===== config.mk =====
export PLATFORM = sky130hd
export DESIGN_NAME = dm_port_arbiter
export DESIGN_NICKNAME = d
export VERILOG_FILES = /design/src/rtl/dm_port_arbiter.sv
export SDC_FILE = /design/constraint.sdc
export NUM_CORES = 1
export LEC_CHECK = 0
export CAP_MARGIN = 20
export CORE_ASPECT_RATIO = 1.4
export CORE_UTILIZATION = 31
export DETAILED_ROUTE_END_ITERATION = 10
export GPL_TIMING_DRIVEN = 0
export PLACE_DENSITY = 0.59
export SLEW_MARGIN = 20
export SYNTH_ARGS = -nofsm -noshare
export SYNTH_HDL_FRONTEND = slang
export SYNTH_SLANG_ARGS = --single-unit

===== constraint.sdc =====
create_clock -name clk -period 2.7 [get_ports clk]
set_input_delay 0.675 -clock clk [delete_from_list [all_inputs] [get_ports clk]]
set_output_delay 0.675 -clock clk [all_outputs]
set_load 0.01 [all_outputs]

===== src/rtl/dm_port_arbiter.sv =====
// Round-robin arbiter that shares one single-port synchronous data RAM between two cores.
// Each access runs IDLE -> ACCESS -> READ_WAIT, and a one-cycle ack is returned in the following IDLE cycle.
module dm_port_arbiter #(
   parameter int addr_width = 12,
   parameter int data_width = 12
) (
   input  logic                  clk,
   input  logic                  reset,
   input  logic                  req0,
   input  logic                  we0,
   input  logic [addr_width-1:0] addr0,
   input  logic [data_width-1:0] wdata0,
   output logic                  ack0,
   output logic [data_width-1:0] rdata0,
   input  logic                  req1,
   input  logic                  we1,
   input  logic [addr_width-1:0] addr1,
   input  logic [data_width-1:0] wdata1,
   output logic                  ack1,
   output logic [data_width-1:0] rdata1,
   output logic [addr_width-1:0] mem_addr,
   output logic [data_width-1:0] mem_data,
   output logic                  mem_wren,
   input  logic [data_width-1:0] mem_q,
   output logic                  grant,
   output logic                  busy
);

   typedef enum logic [1:0] {
      IDLE      = 2'd0,
      ACCESS    = 2'd1,
      READ_WAIT = 2'd2
   } state_t;

   state_t state_q, state_d;

   logic                  grant_q, grant_d;
   logic                  lastGrant_q, lastGrant_d;
   logic                  weLat_q, weLat_d;
   logic                  ack0_q, ack0_d;
   logic                  ack1_q, ack1_d;
   logic [addr_width-1:0] memAddr_q, memAddr_d;
   logic [data_width-1:0] memData_q, memData_d;
   logic [data_width-1:0] rdata0_q, rdata0_d;
   logic [data_width-1:0] rdata1_q, rdata1_d;

   logic effReq0, effReq1, start, winner;

   // A request is masked in its own ack cycle so a held req is not served twice in a row.
   always_comb begin
      effReq0 = req0 & ~ack0_q;
      effReq1 = req1 & ~ack1_q;
      start   = (state_q == IDLE) && (effReq0 || effReq1);
      winner  = (effReq0 && effReq1) ? ~lastGrant_q : effReq1;
   end

   always_ff @(posedge clk or posedge reset) begin
      if (reset) begin
         state_q <= IDLE;
      end else begin
         state_q <= state_d;
      end
   end

   always_comb begin
      state_d = state_q;
      case (state_q)
         IDLE:      if (start) state_d = ACCESS;
         ACCESS:    state_d = READ_WAIT;
         READ_WAIT: state_d = IDLE;
         default:   state_d = IDLE;
      endcase
   end

   // Writes also pass through READ_WAIT so both access kinds share the same latency.
   always_comb begin
      grant_d     = grant_q;
      lastGrant_d = lastGrant_q;
      weLat_d     = weLat_q;
      memAddr_d   = memAddr_q;
      memData_d   = memData_q;
      rdata0_d    = rdata0_q;
      rdata1_d    = rdata1_q;
      ack0_d      = 1'b0;
      ack1_d      = 1'b0;
      if (start) begin
         grant_d     = winner;
         lastGrant_d = winner;
         weLat_d     = winner ? we1 : we0;
         memAddr_d   = winner ? addr1 : addr0;
         memData_d   = winner ? wdata1 : wdata0;
      end
      if (state_q == READ_WAIT) begin
         if (grant_q) begin
            ack1_d = 1'b1;
            if (!weLat_q) rdata1_d = mem_q;
         end else begin
            ack0_d = 1'b1;
            if (!weLat_q) rdata0_d = mem_q;
         end
      end
   end

   // lastGrant resets to 1 so that core 0 wins the first tie.
   always_ff @(posedge clk or posedge reset) begin
      if (reset) begin
         grant_q     <= 1'b0;
         lastGrant_q <= 1'b1;
         weLat_q     <= 1'b0;
         ack0_q      <= 1'b0;
         ack1_q      <= 1'b0;
         memAddr_q   <= '0;
         memData_q   <= '0;
         rdata0_q    <= '0;
         rdata1_q    <= '0;
      end else begin
         grant_q     <= grant_d;
         lastGrant_q <= lastGrant_d;
         weLat_q     <= weLat_d;
         ack0_q      <= ack0_d;
         ack1_q      <= ack1_d;
         memAddr_q   <= memAddr_d;
         memData_q   <= memData_d;
         rdata0_q    <= rdata0_d;
         rdata1_q    <= rdata1_d;
      end
   end

   always_comb begin
      mem_wren = (state_q == ACCESS) && weLat_q;
      busy     = (state_q != IDLE);
      mem_addr = memAddr_q;
      mem_data = memData_q;
      grant    = grant_q;
      ack0     = ack0_q;
      ack1     = ack1_q;
      rdata0   = rdata0_q;
      rdata1   = rdata1_q;
   end

endmodule


Yosys cells after proc, flatten, opt, wreduce, memory -nomap -nowiden

Index checks and enable logic that the tools add are counted.

Equality and inequality tests: 3
Mux-type cells: 10
Bitwise operators: 7
Reduce and logical (&&, ||, !) cells: 8

Operators with widths:

| cell                 | count |
|---|---|
| $mux W12             | 2 |
| $mux W1              | 6 |
| $reduce_and A3 Y1    | 2 |
| $not A1 Y1           | 5 |
| $pmux W2 S2          | 1 |
| $logic_and A1 B1 Y1  | 3 |
| $and A1 B1 Y1        | 2 |
| $eq A2 B1 Y1 const B | 1 |
| $eq A2 B2 Y1 const B | 1 |
| $logic_not A2 Y1     | 1 |
| $mux W2              | 1 |
| $ne A2 B2 Y1 const B | 1 |
| $reduce_bool A2 Y1   | 1 |
| $logic_or A1 B1 Y1   | 1 |

Register bits: 55
Bits of input ports: 66

Logic depth before layout (Yosys ltp)

Word-level depth: 6
Depth in mapped cells: 5
Gate-level depth less buffers: 3

Least setup slack after synthesis

Ideal clock, no wire load.

Kind: input to register
From: input req0
To: register grant_q (netlist: grant)
Library setup time: 125 ps
Arrival time: 1,523 ps
Path slack: 1,052 ps
Cell stages on the path: 4
Path through: nand2b_1 -> buf_2 -> a21oi_4 -> mux2_2

Cells in the longest elaborated chain, start to end: 3
Elaborated cells on any way between the ends: 5
Classes of those cells: 1 x mux; 1 x bitwise; 3 x reduce/logical

RTL lines:

| element                                                          | RTL line | source |
|---|---|---|
| start, declared                                                  | 9        | `input logic req0,` |
| $and A1 B1 Y1 (*)                                                | 51       | `effReq0 = req0 & ~ack0_q;` |
| $logic_and A1 B1 Y1 / $logic_or A1 B1 Y1 (equally long branches) | 54, 53   |  |
| $mux W1 / $logic_and A1 B1 Y1 (equally long branches)            | 54, 53   |  |
| end signal, assigned                                             | 117      | `grant_q <= grant_d;` |
| end, declared                                                    | 37       | `logic grant_q, grant_d;` |

Mark *: on every way between the ends. The rest lies on a longest branch, timed or not.
A chain may end at the register's enable or synchronous reset.

Worst setup path after layout

From: register state_q[0]
To: output busy

Cells in the longest elaborated chain, start to end: 1

RTL lines:

| element                | RTL line | source |
|---|---|---|
| start, declared        | 35       | `state_t state_q, state_d;` |
| start signal, assigned | 61       | `state_q <= state_d;` |
| $reduce_bool A2 Y1     | 131      | `busy = (state_q != IDLE);` |
| end, declared          | 26       | `output logic busy` |

Every way passes these cells.

==> results.cfg <==
[finish]
area_delta_synth_final_pct = 52.02
nNetsFinal = 411
final_area_um2 = 4274
fin_util_pct = 49.08
finalNonFillerCells = 451
fillers = 842
n_antenna_cell = 0
drive_gt1_share_pct = 17.63

[sta]
hold_viol_final = 0
hold_ws_ns = 0.4788
slew_headroom_pct = 54.24
grt_setup_unrepaired = no
worstMarginPinSlew_ns = 0.6865
max_freq_mhz = 439.5
maxSlewViolCount = 0
min_period_ns = 2.275
report.final.setup_viol = 0
period_share_pct = 84.27
skew_ns = 0.006764

[yosys]
ys_seq_area_share_pct = 49.00
ys_types = 24
yosys_warnings = 0
synthMostInstantiatedCell = dfrtp_1
syn_nets = 287
avgSynthCellArea_um2 = 12.72
ys.flop_type = dfrtp_1
synth_edf_count = 0
synthCells = 221
synth_top_cell_area_share_pct = 48.06
ys_ff_latch = 55
synthArstFlopShare_pct = 100.0
synth_area_leaders = dfrtp_1, a2bb2oi_2, mux2_2
netlist_area_um2 = 2811
ys_top_cells_by_count = dfrtp_1, and3b_1, a221oi_1, o21ai_0, mux2_2
synth_area_leader_cell = dfrtp_1

[clock_network]
cts_setup_buffers = 0
htreeDepth = 2
clk_latency_ns = 0.29
cts_tree = yes
cts_buffers = 5
root_buffer = clkbuf_16
clk_path_buf_depth = 2
clock_sinks = 55
ctsResizeCount = 0
cts.clk_slew.worst_paths_ns = 0.07

[route]
routed_wl_um = 7528
drc = 0
via_per_inst = 5.149
drtPass1Iterations = 4
wl_per_cell_um = 16.69
via_count = 2322
drt_iter0_drc = 77
ant_nets = 0

[critical_path]
path_cells = or2_0, buf_6, clkdlybuf4s50_1
r2r_cells = 5
rrSetupSlack_ns = 0.91
critPathArrivalTime_ns = 1.60
r2r_start = lastGrant_q
crit_buf_inv = 2
crit_required_ns = 2.03
slowest_delay_ns = 0.49
crit_type = register to output pin
critPathMaxFanout = 18
cp_top_family = buffers and inverters
critPathSlowestCell = clkdlybuf4s50_1
worstSetupEndpointType = output pin
start_kind = register
r2r-end = mem_addr[10]

[pwr]
leakage_nw = 1.718
switching_share_pct = 33.27
clockPowerShare_pct = 14.2
p_seq_share_pct = 32.0
p_sw_w = 0.001551
ir_drop_mv = 0.5803
combPwrFrac_pct = 53.8
internal_power_w = 0.003110
power_w = 0.004662
power.density_nw_per_um2 = 1091

[placed_design]
hpwl_um = 5684
placed_cell_area_um2 = 4126
gp_congestion = 0.7323
port_buffers = 118
place_inst = 444

[die]
dieArea_um2 = 9459
start_util_pct = 32.28
die_y_um = 114.7
rows = 40
io_pins = 119
core_um2 = 8708
die_w_um = 82.49

[global_routing]
track_usage_pct = 17.29
grt_pass1_vias = 2412
grt_pass1_wl_um = 12360
grt_overflow = 0
grt_max_degree = 56
grt_antenna_before_repair = 0

[worst_hold_path]
min_to = state_q[1]
holdPathStages = 1
min_from = state_q[1]
hold_path_class = register to register

[status]
outcome = complete, no violations

[flow_run]
max-cap-violations = 0
## worst max-delay path by stage
stage / startpoint / end / cells after the start
after global placement: reset / mem_addr[8] / 2
after detailed placement: req1 / grant / 5
after global routing: state_q[1] / busy / 3
final: state_q[0] / busy / 3
after floorplan: reset / ack0 / 1
after CTS: state_q[1] / busy / 4
## routing by layer
metal  wire length [um]  track usage [%]  vias to the layer above
li1                   -                -                     1102
met4                103            5.029                        0
met5                  0                0                        -
met1               3049            20.93                     1109
met2               3726            29.15                      102
met3                649            5.020                        9
## logic make-up (layout without fill, tap and decap cells)
group / Yosys count / in the layout / synth area share (%)
AO/OA/AOI/OAI: 76 / 76 / 24.83
flip-flops: 55 / 55 / 49.00
AND/OR/NAND/NOR: 38 / 38 / 10.73
multiplexers: 26 / 26 / 10.41
buffers and inverters: 26 / 151 / 5.028
## registers in the layout, indices dropped and copies added, names as in the netlist
name and flops:
mem_addr 12, mem_data 12, rdata0 12, rdata1 12, state_q 2, ack0 1
ack1 1, grant 1, lastGrant_q 1, weLat_q 1
## cells in the final DEF, fill, tap and decap left out, drive strengths merged
| cell | netlist | final |
|---|---|---|
| a21oi | 1 | 1 |
| nand3b | 1 | 1 |
| nor3 | 1 | 1 |
| a2bb2oi | 25 | 25 |
| nor2b | 1 | 1 |
| dfrtp | 54 | 54 |
| clkinv | 0 | 1 |
| nand2b | 3 | 3 |
| clkdlybuf4s50 | 0 | 118 |
| a221oi | 25 | 25 |
| dfstp | 1 | 1 |
| clkbuf | 15 | 21 |
| inv | 1 | 1 |
| and2 | 1 | 1 |
| o21ai | 25 | 25 |
| and2b | 1 | 1 |
| buf | 10 | 10 |
| mux2 | 26 | 26 |
| nor2 | 2 | 2 |
| and3b | 27 | 27 |
| or2 | 1 | 1 |
## stage by stage
step | TNS, ns | worst slack (ns)
floorplan | 0 | 0.6837
global placement | -21.69 | -0.4039
detailed placement | 0 | 0.2591
CTS | 0 | 0.07973
global route | 0 | 0.3801
finish | 0 | 0.4247
## layout make-up
| class | instances | area, um^2 | share of cell area, % |
|---|---|---|---|
| Sequential cell | 55 | 1378 | 32.23 |
| Multi-Input combinational cell | 140 | 1292 | 30.24 |
| Timing Repair Buffer | 118 | 1181 | 27.63 |
| Clock buffer | 7 | 142.6 | 3.337 |
| Buffer | 24 | 133.9 | 3.132 |
| Tap cell | 105 | 131.4 | 3.074 |
| Clock inverter | 1 | 8.758 | 0.2049 |
| Inverter | 1 | 6.256 | 0.1464 |
## power by group through the flow
stage	registers (W)	logic, W	clock network [W]
after floorplan	0.00166	0.00123	0
after global placement	0.00150	0.00251	0
after detailed placement	0.00151	0.00254	0
after CTS	0.00150	0.00255	0.000692
after global routing	0.00155	0.00272	0.000720
final	0.00149	0.00251	0.000664
## what timing repair did
item | 4_1_cts | 5_1_grt
hold buffers | 0 | 0
endpoints found under the hold margin | 0 | 0
endpoints found under the setup margin | 0 | 1
## worst reg2reg max path, cell delays in order, from the launching register on
cell       delay (ns)
dfstp_2          0.54
and3b_1          0.15
clkbuf_1         0.29
clkbuf_1         0.40
o21ai_0          0.18
a2bb2oi_2        0.15
No activity file was read; power rests on OpenSTA's default activity.
